$ cat src/rtl/scoreboard_hazard_unit_pkg.sv
// Shared defaults and result-latency classes for the scoreboard hazard unit.
package scoreboard_hazard_unit_pkg;

   localparam int NUM_REGS_DEF = 32;
   localparam int MAX_LAT_DEF  = 7;
   localparam int LAT_W_DEF    = $clog2(MAX_LAT_DEF + 1);

   // Typical producer latencies, counted in cycles after EX.
   typedef enum logic [LAT_W_DEF-1:0] {
      LAT_ALU  = LAT_W_DEF'(0),
      LAT_LOAD = LAT_W_DEF'(1),
      LAT_MDU  = LAT_W_DEF'(MAX_LAT_DEF)
   } lat_class_e;

endpackage

$ cat src/rtl/scoreboard_hazard_unit_reg_countdown.sv
// One scoreboard entry: cycles remaining until a pending result becomes forwardable.
module scoreboard_hazard_unit_reg_countdown
   import scoreboard_hazard_unit_pkg::*;
#(
   parameter int CW = LAT_W_DEF
) (
   input  logic          clk,
   input  logic          rst_n,
   input  logic          load,
   input  logic [CW-1:0] load_val,
   input  logic          clear,
   output logic [CW-1:0] count
);

   localparam logic [CW-1:0] ONE = CW'(1);

   // NOTE: state registers use non-blocking assignments so every flop samples pre-edge values.
   always_ff @(posedge clk) begin
      if (!rst_n) begin
         count <= '0;
      end else if (clear) begin
         count <= '0;
      end else if (load) begin
         count <= load_val;
      end else if (count != '0) begin
         count <= count - ONE;
      end
   end

endmodule

$ cat src/rtl/scoreboard_hazard_unit.sv
// ID-stage hazard unit: per-register pending-result scoreboard driving freeze/flush and issue.
module scoreboard_hazard_unit
   import scoreboard_hazard_unit_pkg::*;
#(
   parameter  int NUM_REGS = NUM_REGS_DEF,
   parameter  int MAX_LAT  = MAX_LAT_DEF,
   parameter  int PERF_W   = 32,
   localparam int RW       = $clog2(NUM_REGS),
   localparam int CW       = $clog2(MAX_LAT + 1)
) (
   input  logic              clk,
   input  logic              rst_n,
   input  logic              id_valid,
   input  logic [RW-1:0]     id_rs1,
   input  logic [RW-1:0]     id_rs2,
   input  logic              id_use_rs1,
   input  logic              id_use_rs2,
   input  logic [RW-1:0]     id_rd,
   input  logic              id_reg_write,
   input  logic [CW-1:0]     id_lat,
   input  logic              id_branch,
   input  logic              id_is_mdu,
   input  logic              mdu_busy,
   input  logic              jump_id,
   input  logic              pc_src_ex,
   output logic              stall_if,
   output logic              stall_id,
   output logic              flush_id,
   output logic              flush_ex,
   output logic              issue,
   output logic [PERF_W-1:0] stall_cycles
);

   localparam int            NUM_IDX  = 2 ** RW;
   localparam logic [PERF_W-1:0] PERF_ONE = PERF_W'(1);

   logic [CW-1:0]     cnt [NUM_IDX];
   logic [CW-1:0]     lat_sat;
   logic              ex_wr;
   logic [RW-1:0]     ex_rd;
   logic [PERF_W-1:0] stall_cnt;

   logic dep_rs1, dep_rs2, waw, struct_haz, hazard;
   logic stall_req, flush_id_req, flush_ex_req, issue_req;
   logic sb_write, sb_squash;

   // ---------------------------------------------------------------- hazard terms
   // The branch term catches an ALU result still sitting in EX, which the countdown never sees.
   assign dep_rs1 = id_use_rs1 && (id_rs1 != '0) &&
                    ((cnt[id_rs1] != '0) || (id_branch && ex_wr && (ex_rd == id_rs1)));
   assign dep_rs2 = id_use_rs2 && (id_rs2 != '0) &&
                    ((cnt[id_rs2] != '0) || (id_branch && ex_wr && (ex_rd == id_rs2)));

   assign waw        = id_reg_write && (id_rd != '0) && (cnt[id_rd] != '0);
   assign struct_haz = id_is_mdu && mdu_busy;
   assign hazard     = id_valid && (dep_rs1 || dep_rs2 || waw || struct_haz);

   // ---------------------------------------------------------------- pipeline control
   // NOTE: every always_comb output gets a default first, so no path can infer a latch.
   always_comb begin
      stall_req    = 1'b0;
      flush_id_req = 1'b0;
      flush_ex_req = 1'b0;
      issue_req    = 1'b0;
      if (pc_src_ex) begin
         flush_id_req = 1'b1;
         flush_ex_req = 1'b1;
      end else if (hazard) begin
         stall_req    = 1'b1;
         flush_ex_req = 1'b1;
      end else if (jump_id && id_valid) begin
         flush_id_req = 1'b1;
         issue_req    = 1'b1;
      end else begin
         issue_req    = id_valid;
      end
   end

   assign stall_if     = rst_n & stall_req;
   assign stall_id     = rst_n & stall_req;
   assign flush_id     = rst_n & flush_id_req;
   assign flush_ex     = rst_n & flush_ex_req;
   assign issue        = rst_n & issue_req;
   assign stall_cycles = rst_n ? stall_cnt : '0;

   // ---------------------------------------------------------------- scoreboard
   assign lat_sat   = (32'(id_lat) > MAX_LAT) ? CW'(MAX_LAT) : id_lat;
   assign sb_write  = issue_req && id_reg_write && (id_rd != '0);
   // A squashed EX producer is the newest writer of ex_rd, so its entry can be dropped outright.
   assign sb_squash = pc_src_ex && ex_wr;

   for (genvar r = 0; r < NUM_IDX; r++) begin : g_sb
      if (r == 0 || r >= NUM_REGS) begin : g_none
         assign cnt[r] = '0;
      end else begin : g_entry
         scoreboard_hazard_unit_reg_countdown #(
            .CW (CW)
         ) u_cd (
            .clk      (clk),
            .rst_n    (rst_n),
            .load     (sb_write && (id_rd == RW'(r))),
            .load_val (lat_sat),
            .clear    (sb_squash && (ex_rd == RW'(r))),
            .count    (cnt[r])
         );
      end
   end

   // ---------------------------------------------------------------- EX occupant and perf counter
   always_ff @(posedge clk) begin
      if (!rst_n) begin
         ex_wr     <= 1'b0;
         ex_rd     <= '0;
         stall_cnt <= '0;
      end else begin
         ex_wr <= sb_write;
         ex_rd <= id_rd;
         if (!pc_src_ex && hazard && (stall_cnt != '1)) begin
            stall_cnt <= stall_cnt + PERF_ONE;
         end
      end
   end

endmodule

$ cat config.mk
export PLATFORM = sky130hd
export DESIGN_NAME = scoreboard_hazard_unit
export DESIGN_NICKNAME = d
export VERILOG_FILES = /design/src/rtl/scoreboard_hazard_unit_pkg.sv /design/src/rtl/scoreboard_hazard_unit_reg_countdown.sv /design/src/rtl/scoreboard_hazard_unit.sv
export SDC_FILE = /design/constraint.sdc
export NUM_CORES = 1
export LEC_CHECK = 0
export CAP_MARGIN = 20
export CORE_MARGIN = 8
export CORE_UTILIZATION = 25
export DETAILED_ROUTE_END_ITERATION = 8
export GPL_TIMING_DRIVEN = 0
export SETUP_SLACK_MARGIN = 0.4
export SYNTH_ARGS = -nofsm -noshare
export SYNTH_HDL_FRONTEND = slang
export SYNTH_HIERARCHICAL = 1
export SYNTH_SLANG_ARGS = --single-unit
$ cat constraint.sdc
create_clock -name clk -period 11.11 [get_ports clk]
set_input_delay 1.6665 -clock clk [delete_from_list [all_inputs] [get_ports clk]]
set_output_delay 1.6665 -clock clk [all_outputs]
set_load 0.02 [all_outputs]
# Word level (Yosys, flattened, before mapping)
# Index checks and enable logic that the tools add are counted.
classes:
  mul: 0
  n_div: 0
  reduce_logical: 184
  shifts: 0
  bitwise_logic: 8
  n_eq_ne: 65
  addsub: 32
  muxes: 81
  order_cmp: 3
ops:
  columns: ["op", "count"]
  rows:
  - ["3-bit two-way mux", 68]
  - ["5-bit equality test, second input constant", 32]
  - ["3-bit nonzero test", 34]
  - ["3-bit by 1-bit subtractor with 3-bit output, second input constant", 31]
  - ["5-bit by 4-bit equality test with 1-bit output, second input constant", 16]
  - ["1-bit logical AND", 79]
  - ["2-bit nonzero test", 31]
  - ["2-bit OR reduction", 31]
  - ["3-bit binary-select mux with 5-bit select", 3]
  - ["5-bit by 3-bit equality test with 1-bit output, second input constant", 8]
  - ["32-bit by 1-bit adder with 32-bit output, second input constant", 1]
  - ["32-bit two-way mux", 1]
  - ["32-bit inequality test, second input constant", 1]
  - ["5-bit by 2-bit equality test with 1-bit output, second input constant", 4]
  - ["6-bit greater-or-equal comparator, second input constant", 3]
  - ["5-bit inverter with 6-bit output", 3]
  - ["5-bit nonzero test", 3]
  - ["5-bit by 1-bit equality test with 1-bit output, second input constant", 2]
  - ["5-bit equality test", 2]
  - ["1-bit two-way mux", 9]
  - ["1-bit logical OR", 5]
  - ["1-bit bitwise AND", 4]
  - ["1-bit logical NOT", 1]
  - ["1-bit inverter", 1]
word_totals:
  in_bits: 29
  ram_bits: 0
  latch_bits: 0
  mem_count: 0
  regBits: 131
  wordCells: 407
  romBits: 0
  out_inout_bits: 37

# Logic depth before layout (Yosys ltp)
# Gate-level depths: netlist (run 1).
logic_depth:
  word_depth: 17
  ltp_mapped: 14

# Modules after synthesis
# Netlist (run 1), hierarchy kept.
by_module_without_submodules:
  columns: ["mod", "cells_each", "area_per_inst_um2", "seq_area_each_um2", "n_inst"]
  rows:
  - ["scoreboard_hazard_unit_reg_countdown", 22, 196.4, 60.1, 31]
  - ["scoreboard_hazard_unit", 536, 3880.0, 760.7, 1]

# Worst setup path after synthesis (run 1)
# Ideal clock, no wire load.
synth_timing:
  kind: "in2out"
  start: "input id_rs2[0]"
  end: "output stall_if"
  slack_ns: 5.308
  n_path_buf: 3
  t_arrival_ns: 4.136
  required_ns: 9.444
  path_stages: 8
  path_cell_list: "buf_2 mux4_2 mux4_2 a21oi_1 nor4_4 buf_2 nor3_1 buf_4"
synth_between:
  elab_chain_cells: 14
synth_lines:
  columns: ["item", "line_no", "text"]
  rows:
  - ["start: declaration", "scoreboard_hazard_unit.sv:15", "input logic [RW-1:0] id_rs2,"]
  - ["5-bit inverter with 6-bit output (implied by the code)", "scoreboard_hazard_unit.sv:52", "((cnt[id_rs2] != '0) || (id_branch && ex_wr && (ex_rd == id_rs2)));"]
  - ["3-bit binary-select mux with 5-bit select", "scoreboard_hazard_unit.sv:52", null]
  - ["3-bit two-way mux (implied by the code) (2 in series)", "scoreboard_hazard_unit.sv:52", null]
  - ["3-bit nonzero test", "scoreboard_hazard_unit.sv:52", null]
  - ["1-bit logical OR", "scoreboard_hazard_unit.sv:52", null]
  - ["1-bit logical AND (*)", "scoreboard_hazard_unit.sv:51", "assign dep_rs2 = id_use_rs2 && (id_rs2 != '0) &&"]
  - ["1-bit logical OR (*) (3 in series)", "scoreboard_hazard_unit.sv:56", "assign hazard = id_valid && (dep_rs1 || dep_rs2 || waw || struct_haz);"]
  - ["1-bit logical AND (*)", "scoreboard_hazard_unit.sv:56", null]
  - ["1-bit two-way mux (*)", "scoreboard_hazard_unit.sv:68", "end else if (hazard) begin"]
  - ["1-bit two-way mux (*)", "scoreboard_hazard_unit.sv:65", "if (pc_src_ex) begin"]
  - ["1-bit bitwise AND (*)", null, null]
  - ["end: declaration", "scoreboard_hazard_unit.sv:26", "output logic stall_if,"]
# Every way passes the cells marked *; elsewhere a longest branch is shown, timed or not. The select of a mux whose other input is x is not followed.

# Worst setup path after layout (run 1)
layout_timing:
  start: "input id_rd[0]"
  end: "output flush_id"
layout_between:
  elab_chain_cells: 12
layout_lines:
  columns: ["item", "line_no", "text"]
  rows:
  - ["start: declaration", "scoreboard_hazard_unit.sv:18", "input logic [RW-1:0] id_rd,"]
  - ["5-bit inverter with 6-bit output (implied by the code)", "scoreboard_hazard_unit.sv:54", "assign waw = id_reg_write && (id_rd != '0) && (cnt[id_rd] != '0);"]
  - ["3-bit binary-select mux with 5-bit select", "scoreboard_hazard_unit.sv:54", null]
  - ["3-bit two-way mux (implied by the code) (2 in series)", "scoreboard_hazard_unit.sv:54", null]
  - ["3-bit nonzero test", "scoreboard_hazard_unit.sv:54", null]
  - ["1-bit logical AND (*)", "scoreboard_hazard_unit.sv:54", null]
  - ["1-bit logical OR (*) (2 in series)", "scoreboard_hazard_unit.sv:56", null]
  - ["1-bit logical AND (*)", "scoreboard_hazard_unit.sv:56", null]
  - ["1-bit two-way mux (*)", "scoreboard_hazard_unit.sv:68", null]
  - ["1-bit two-way mux (*)", "scoreboard_hazard_unit.sv:65", null]
  - ["1-bit bitwise AND (*)", "scoreboard_hazard_unit.sv:81", "assign flush_id = rst_n & flush_id_req;"]
  - ["end: declaration", "scoreboard_hazard_unit.sv:28", "output logic flush_id,"]
# Marked as above.

==> results.md, run 1 <==
- Outcome: complete, no violations
- Pwr/cell area: about 220 mW/mm2
- Inst Count DP: between 1.5k and 2k
- Type of the tightest min-delay check: reg2reg
- Share of cells above drive strength 1: 0.1099
- Syn Inst Count: 1218
- Pre-CTS setup slack: 3.741 ns
- Clock Tree Buf Depth: 2
- Clock Sinks: 131
- Total length of routed wires: 30620 um
- Port-buffer cells: 61
- Worst path required time: 9.44 ns
- HPWL after detailed placement: 22200 um
- Max-slew violations: 0
- Total iterations of the first detailed-routing run: 5
- Syn-to-layout area delta: 19.05%
- DR WL/cell: 16.68 um
- Final non-filler cell total: 1836
- TritonCTS clock tree: yes
- Most common cell after layout, fill and taps aside: nor2_1
- Initial antenna violation count: 3
- # H-tree levels: 4
- # DRC: 0
- FMAX: 133.5 MHz
- Slew headroom: 0.4128
- Cells on worst reg2reg path: 11
- Largest net degree at the start of global routing: 35
- Synthesized area: between 0.009 and 0.01 mm2
- CTS buffer count: 17
- Worst setup SP type: primary input
- Critical Path AT: between 5 and 6 ns
- Sequential area share after synthesis: 0.2631
- DRT iter0 DRCs: a little over 800
- Critical Path Sink: flush_id
- Met1 wire length: ~14000 um
- Top routing layer in use: met5
- Vias/cell: 5.025
- Kind of critical path: in2out
- Die Wd: 215.7 um
- Min setup slack post-route: 3.621 ns
- Post-synthesis average cell area: 8.185 um2
- PostCTS Resize Cnt: 0
- Final Hold Vio Count: 0
- Final antenna-violating net count: 0
- Asr flop ratio synth: 0
- Worst r2r dst: g_sb[17].g_entry.u_cd/count[0]
- Tot GR Track Use: 0.1294
- RePlAce Congestion: 0.9076
- Reg2reg start: g_sb[31].g_entry.u_cd/count[0]
- RSZ-0062 raised after global routing: no
- Flip-flop and latch count after synthesis: 131
- Syn nets: 1310
- Crit path max fanout: 10
- Final setup viols: 0
- Clock latency on the worst-skew pair: around 0.43 ns
- Hold buffers post-CTS: 0
- Setup Fix Bufs, Post-CTS: 0
- Congestion Overflow GR: 0
- Setup TNS: 0 ns
- Initial Util: 0.2521
- EDFF count, synth: 0
- Max cap viols: 0
- Top Ports: 66
- Vias in the first global route: 8997
- Hold path cells: 2
- Reg2reg setup slack: 6.49 ns
- Minimum clock period after layout: between 7 and 8 ns
- CP Launch Point: id_rd[0]
- Post-route clock period utilization: 0.6741
- Clk slew on worst S/H paths: 0.06 ns
- Routed wl met2: 13500 um
- Worst vdd ir: between 0.1 and 0.15 mV
- Cell Rows: 73
- Leak: between 4 and 5 nW
- Worst Max-Slew Pin Slew: 0.8809 ns
- Netlist cell types: 65
- Routed wl met3: between 2000 and 2500 um
- Worst Skew: 0.01112 ns
- Core footprint: 0.03955 mm2
- CTS root buf: clkbuf_16
- Total number of vias: just over 9k
- Crit path capture type: output pin
- Die H: approximately 220 um
- NumNets Final: 1391
- Ys flop type: dfxtp_1
- Most frequent cells in the layout: 162 x nor2_1, 149 x nor3_1, 131 x dfxtp_1, 97 x nor2b_1, 72 x inv_1
- Ys Warns: 6
- Die Area: 0.04652 mm2
- First-pass GRT wire length: 48720 um
[final cells by class]
cell class / count / area, um2
clock inverter: 10 / 182.7
clock buffer: 20 / 446.7
antenna: 1 / 2.502
sequential: 131 / 2623
fill: 4211 / 27680
inverter: 74 / 277.8
timing repair buffer: 62 / 610.6
buffer: 40 / 183.9
multi-input combinational: 973 / 6885
tap: 525 / 656.9
[worst min-delay path by stage]
stage          slack [ns]            end           from
4_1_cts              0.53  stall_cnt[15]  stall_cnt[15]
3_3_place_gp         0.48  stall_cnt[14]  stall_cnt[14]
2_1_floorplan        0.46  stall_cnt[14]  stall_cnt[14]
5_1_grt              0.56   stall_cnt[1]   stall_cnt[1]
3_5_place_dp         0.52  stall_cnt[15]  stall_cnt[15]
6_report             0.53  stall_cnt[15]  stall_cnt[15]
[Yosys cell counts, types with 13 or more instances]
library cell    n  share of area
and2_1         34          0.021
nand2b_1       42          0.026
clkbuf_1       21         0.0079
a2111oi_1      62          0.062
nor3b_1        34          0.026
nor2_1        162          0.061
nand3_1        17         0.0085
dfxtp_1       131           0.26
ha_1           63          0.079
nand2_1        34          0.013
nor2b_1        97          0.061
mux2_1         13          0.015
nor2b_2        31          0.027
inv_1          72          0.027
a211oi_1       36          0.027
nor4_1         18          0.011
nor2b_4        31          0.043
nor3_1        149          0.075
[power by group]
group,internal [mW],total (mW),switching [mW]
logic,0.591,1.21,0.619
registers,0.624,0.785,0.161
clock network,0.401,0.625,0.224
[metrics by stage]
| step | utilization | hold WS [ns] | area [um2] | total power, mW |
|---|---|---|---|---|
| after floorplan | - | 0.4623 | 9970 | 1.704 |
| after global placement | 0.2841 | 0.4841 | 11240 | 1.938 |
| after detailed placement | 0.2841 | 0.5160 | 11240 | 1.992 |
| after CTS | 0.3000 | 0.5278 | 11870 | 2.627 |
| after global routing | 0.3001 | 0.5561 | 11870 | 2.821 |
| final | 0.3001 | 0.5325 | 11870 | 2.619 |
[metal layers]
metal,vias to the layer above,global-route usage
met3,36,0.03580
li1,4540,-
met1,4386,0.1727
met4,4,0.03745
met2,260,0.2012
met5,-,0
[registers in the layout (all words and copies together) (netlist names)]
name / cells
g_sb.g_entry.u_cd/count: 93
stall_cnt: 32
ex_rd: 5
ex_wr: 1
[worst max-delay path, stage by stage]
cell	delay (ns)
clkdlybuf4s50_1	0.56
or2_1	0.29
clkbuf_1	0.27
o31ai_1	0.67
a31oi_1	0.16
o22a_1	0.29
nor4_4	0.68
buf_2	0.37
a31oi_1	0.12
nor2_1	0.11
clkdlybuf4s50_1	0.62
[cells by family after synthesis]
kind of cell | synth area share
simple gates | 0.4153
compound gates | 0.1275
flops | 0.2631
buf+inv | 0.04631
fa+ha+maj | 0.07907
mux | 0.06087
xor+xnor | 0.007907
Power figures use the tool's default switching activity.
==> run 2, diff against run 1 <==
Clock period 11.11 ns to 7.5 ns, I/O delays scaled along.
==> results of run 2 <==
The final DEF is identical to that of run 1. Status: complete, no violations.
Main changes from that run: setup slack after placement 3.741 ns -> 1.214 ns; setup slack after layout 3.621 ns -> 1.094 ns; register-to-register setup slack 6.49 ns -> 2.88 ns; total power 2.619 mW -> 3.880 mW; worst IR drop on VDD 0.1256 mV -> 0.1860 mV
==> run 3, diff against run 2 <==
Settings changed: CAP_MARGIN 20 to 10.
Clock period 7.5 ns to 6 ns, I/O delays scaled along.
==> run 3 against run 2 <==
Effect of this change: die area unchanged; clock power is 25% higher; first-iteration DRC count shrank 8.0%; flip-flop and latch count stayed put; largest power group unchanged; critical path depth grew 2; cell count increased by 0.16%; setup slack lost 0.61 ns; final area is 0.32% higher; clock skew barely moved; utilization rose by 0.095 points; critical endpoint is now flush_ex; worst hold slack got worse by 0.0012 ns; total power is 25% higher.
==> results.md, run 3 (synthesis results as in run 1) <==
- Outcome: complete, no violations
- Initial antenna violation count: 3 (unchanged)
- DRT iter0 DRCs: 751 (-8.0%)
- CTS root buf: clkbuf_16
- Worst path required time: 5.10 ns
- TritonCTS clock tree: yes
- Worst Max-Slew Pin Slew: 0.8746 ns (-0.006313 ns)
- Worst Skew: 0.01127 ns (+0.0001513 ns)
- Worst vdd ir: approximately 0.23 mV
- Final setup viols: 0 (unchanged)
- Inst Count DP: 1805 (unchanged)
- Syn-to-layout area delta: 19.43%
- Die H: 215.7 um (unchanged)
- Max-slew violations: 0 (unchanged)
- Largest registers: g_sb.g_entry.u_cd/count: 93 flops, stall_cnt: 32 flops, ex_rd: 5 flops
- Setup TNS: 0 ns (unchanged)
- Leak: 4.327 nW (+0.60%)
- Worst setup SP type: primary input
- Vias/cell: 5.040 (+0.29%)
- Hold buffers post-CTS: 0 (unchanged)
- Total number of vias: 9268 (+0.46%)
- Die Wd: 215.7 um (unchanged)
- Clock Sinks: 131 (unchanged)
- NumNets Final: 1394 (+0.22%)
- RSZ-0062 raised after global routing: yes
- Final Hold Vio Count: 0 (unchanged)
- Final antenna-violating net count: 0 (unchanged)
- First-pass GRT wire length: 48780 um (+0.11%)
- Area of the multi-input gates: 0.006894 mm2 (+0.13%)
- Largest net degree at the start of global routing: 35 (unchanged)
- Port-buffer cells: 61 (unchanged)
- Share of cells above drive strength 1: 0.1158 (+0.005842)
- Clock Tree Buf Depth: 2 (unchanged)
- CTS buffer count: 17 (unchanged)
- Slew headroom: 0.4170 (+0.004208)
- Pre-CTS setup slack: around 0.16 ns
- Cell Rows: 73 (unchanged)
- Crit path max fanout: 10 (unchanged)
- Max FFs per register: 93 (unchanged)
- Largest register by flop count: g_sb.g_entry.u_cd/count
- # DRC: 0 (unchanged)
- Clock latency on the worst-skew pair: 0.43 ns (about the same)
- Minimum clock period after layout: 5.521 ns
- Core footprint: 0.03955 mm2 (unchanged)
- Final non-filler cell total: 1839 (+0.16%)
- Critical Path AT: 4.62 ns
- HPWL after detailed placement: 22200 um (unchanged)
- Tot GR Track Use: 0.1294 (about the same)
- Kind of critical path: in2out
- DR WL/cell: 16.70 um (+0.11%)
- Min setup slack post-route: 0.4792 ns
- Most frequent cells in the layout: 162 x nor2_1, 149 x nor3_1, 131 x dfxtp_1, 97 x nor2b_1, 72 x inv_1
- Crit path capture type: output pin
- Clk slew on worst S/H paths: 0.06 ns (about the same)
- Total iterations of the first detailed-routing run: 7 (+2)
- Post-route clock period utilization: 0.9201
- RePlAce Congestion: 0.9076 (unchanged)
- Register area: 0.002623 mm2 (unchanged)
- Congestion Overflow GR: 0 (unchanged)
- Type of the tightest min-delay check: reg2reg
- Die Area: 0.04652 mm2 (unchanged)
- Max cap viols: 0 (unchanged)
- Most common cell after layout, fill and taps aside: nor2_1
- Fillcell total: 4209 (-0.047%)
- # H-tree levels: 4 (unchanged)
- Pwr/cell area: between 400 and 500 mW/mm2
- Initial Util: 0.2521 (unchanged)
- Top Ports: 66 (unchanged)
- Total length of routed wires: 30710 um (+0.27%)
- FMAX: ~180 MHz
- Vias in the first global route: 9018 (+0.23%)
[run 3: report_power, final]
group	switching (mW)	internal, mW	leakage (nW)	total, mW
Combinational	1.15	1.10	2.95	2.26
Sequential	0.298	1.16	1.08	1.45
Clock	0.413	0.742	0.298	1.16
[run 3: worst max-delay path, cell delays in order]
cell	delay, ns
clkdlybuf4s50_1	0.53
buf_2	0.27
nand2b_1	0.15
buf_2	0.30
nor3b_1	0.09
a311oi_1	0.30
a31oi_1	0.15
o22a_1	0.24
nor4_4	0.55
buf_2	0.34
nor2b_1	0.07
o21a_1	0.17
clkdlybuf4s50_1	0.55
[run 3: routing by layer]
layer / GRT usage / part of all wire / vias to the layer above
met5: 0 / 0.00088 / -
met4: 0.03745 / 0.017 / 4
met3: 0.03580 / 0.071 / 34
met2: 0.2018 / 0.44 / 272
met1: 0.1722 / 0.47 / 4422
li1: - / - / 4536
[run 3: timing repair]
item / in CTS / in global routing
resized for setup: 3 / 6
setup buffers: 3 / 0
pin swaps: 1 / 1
endpoints found under the setup margin: 5 / 6
gates cloned: 0 / 0
[run 3: area by class of cell]
class / instances / area share
antenna: 1 / 0.0002102
buffer: 40 / 0.01597
clock buffer: 20 / 0.03752
clock inverter: 10 / 0.01534
inverter: 74 / 0.02333
multi-input combinational: 973 / 0.5790
sequential: 131 / 0.2203
tap: 525 / 0.05517
timing repair buffer: 65 / 0.05317
[run 3: path summary, 6_finish.rpt]
kind,slack (ns),endpoint,start,cells after the start
min,0.53,stall_cnt[15],stall_cnt[15],2
max reg2reg,1.42,g_sb[17].g_entry.u_cd/count[0],g_sb[31].g_entry.u_cd/count[0],12
min reg2reg,0.53,stall_cnt[15],stall_cnt[15],2
max,0.48,flush_ex,id_rd[1],13
[run 3: stage by stage]
| step | instance area [um2] | util | power, mW | hold WS (ns) |
|---|---|---|---|---|
| after global routing | 11910 | 0.3011 | 5.239 | 0.5561 |
| final | 11910 | 0.3011 | 4.866 | 0.5313 |
| after floorplan | 9970 | - | 3.155 | 0.4623 |
| after detailed placement | 11240 | 0.2841 | 3.689 | 0.5160 |
| after global placement | 11240 | 0.2841 | 3.589 | 0.4841 |
| after CTS | 11900 | 0.3009 | 4.878 | 0.5278 |
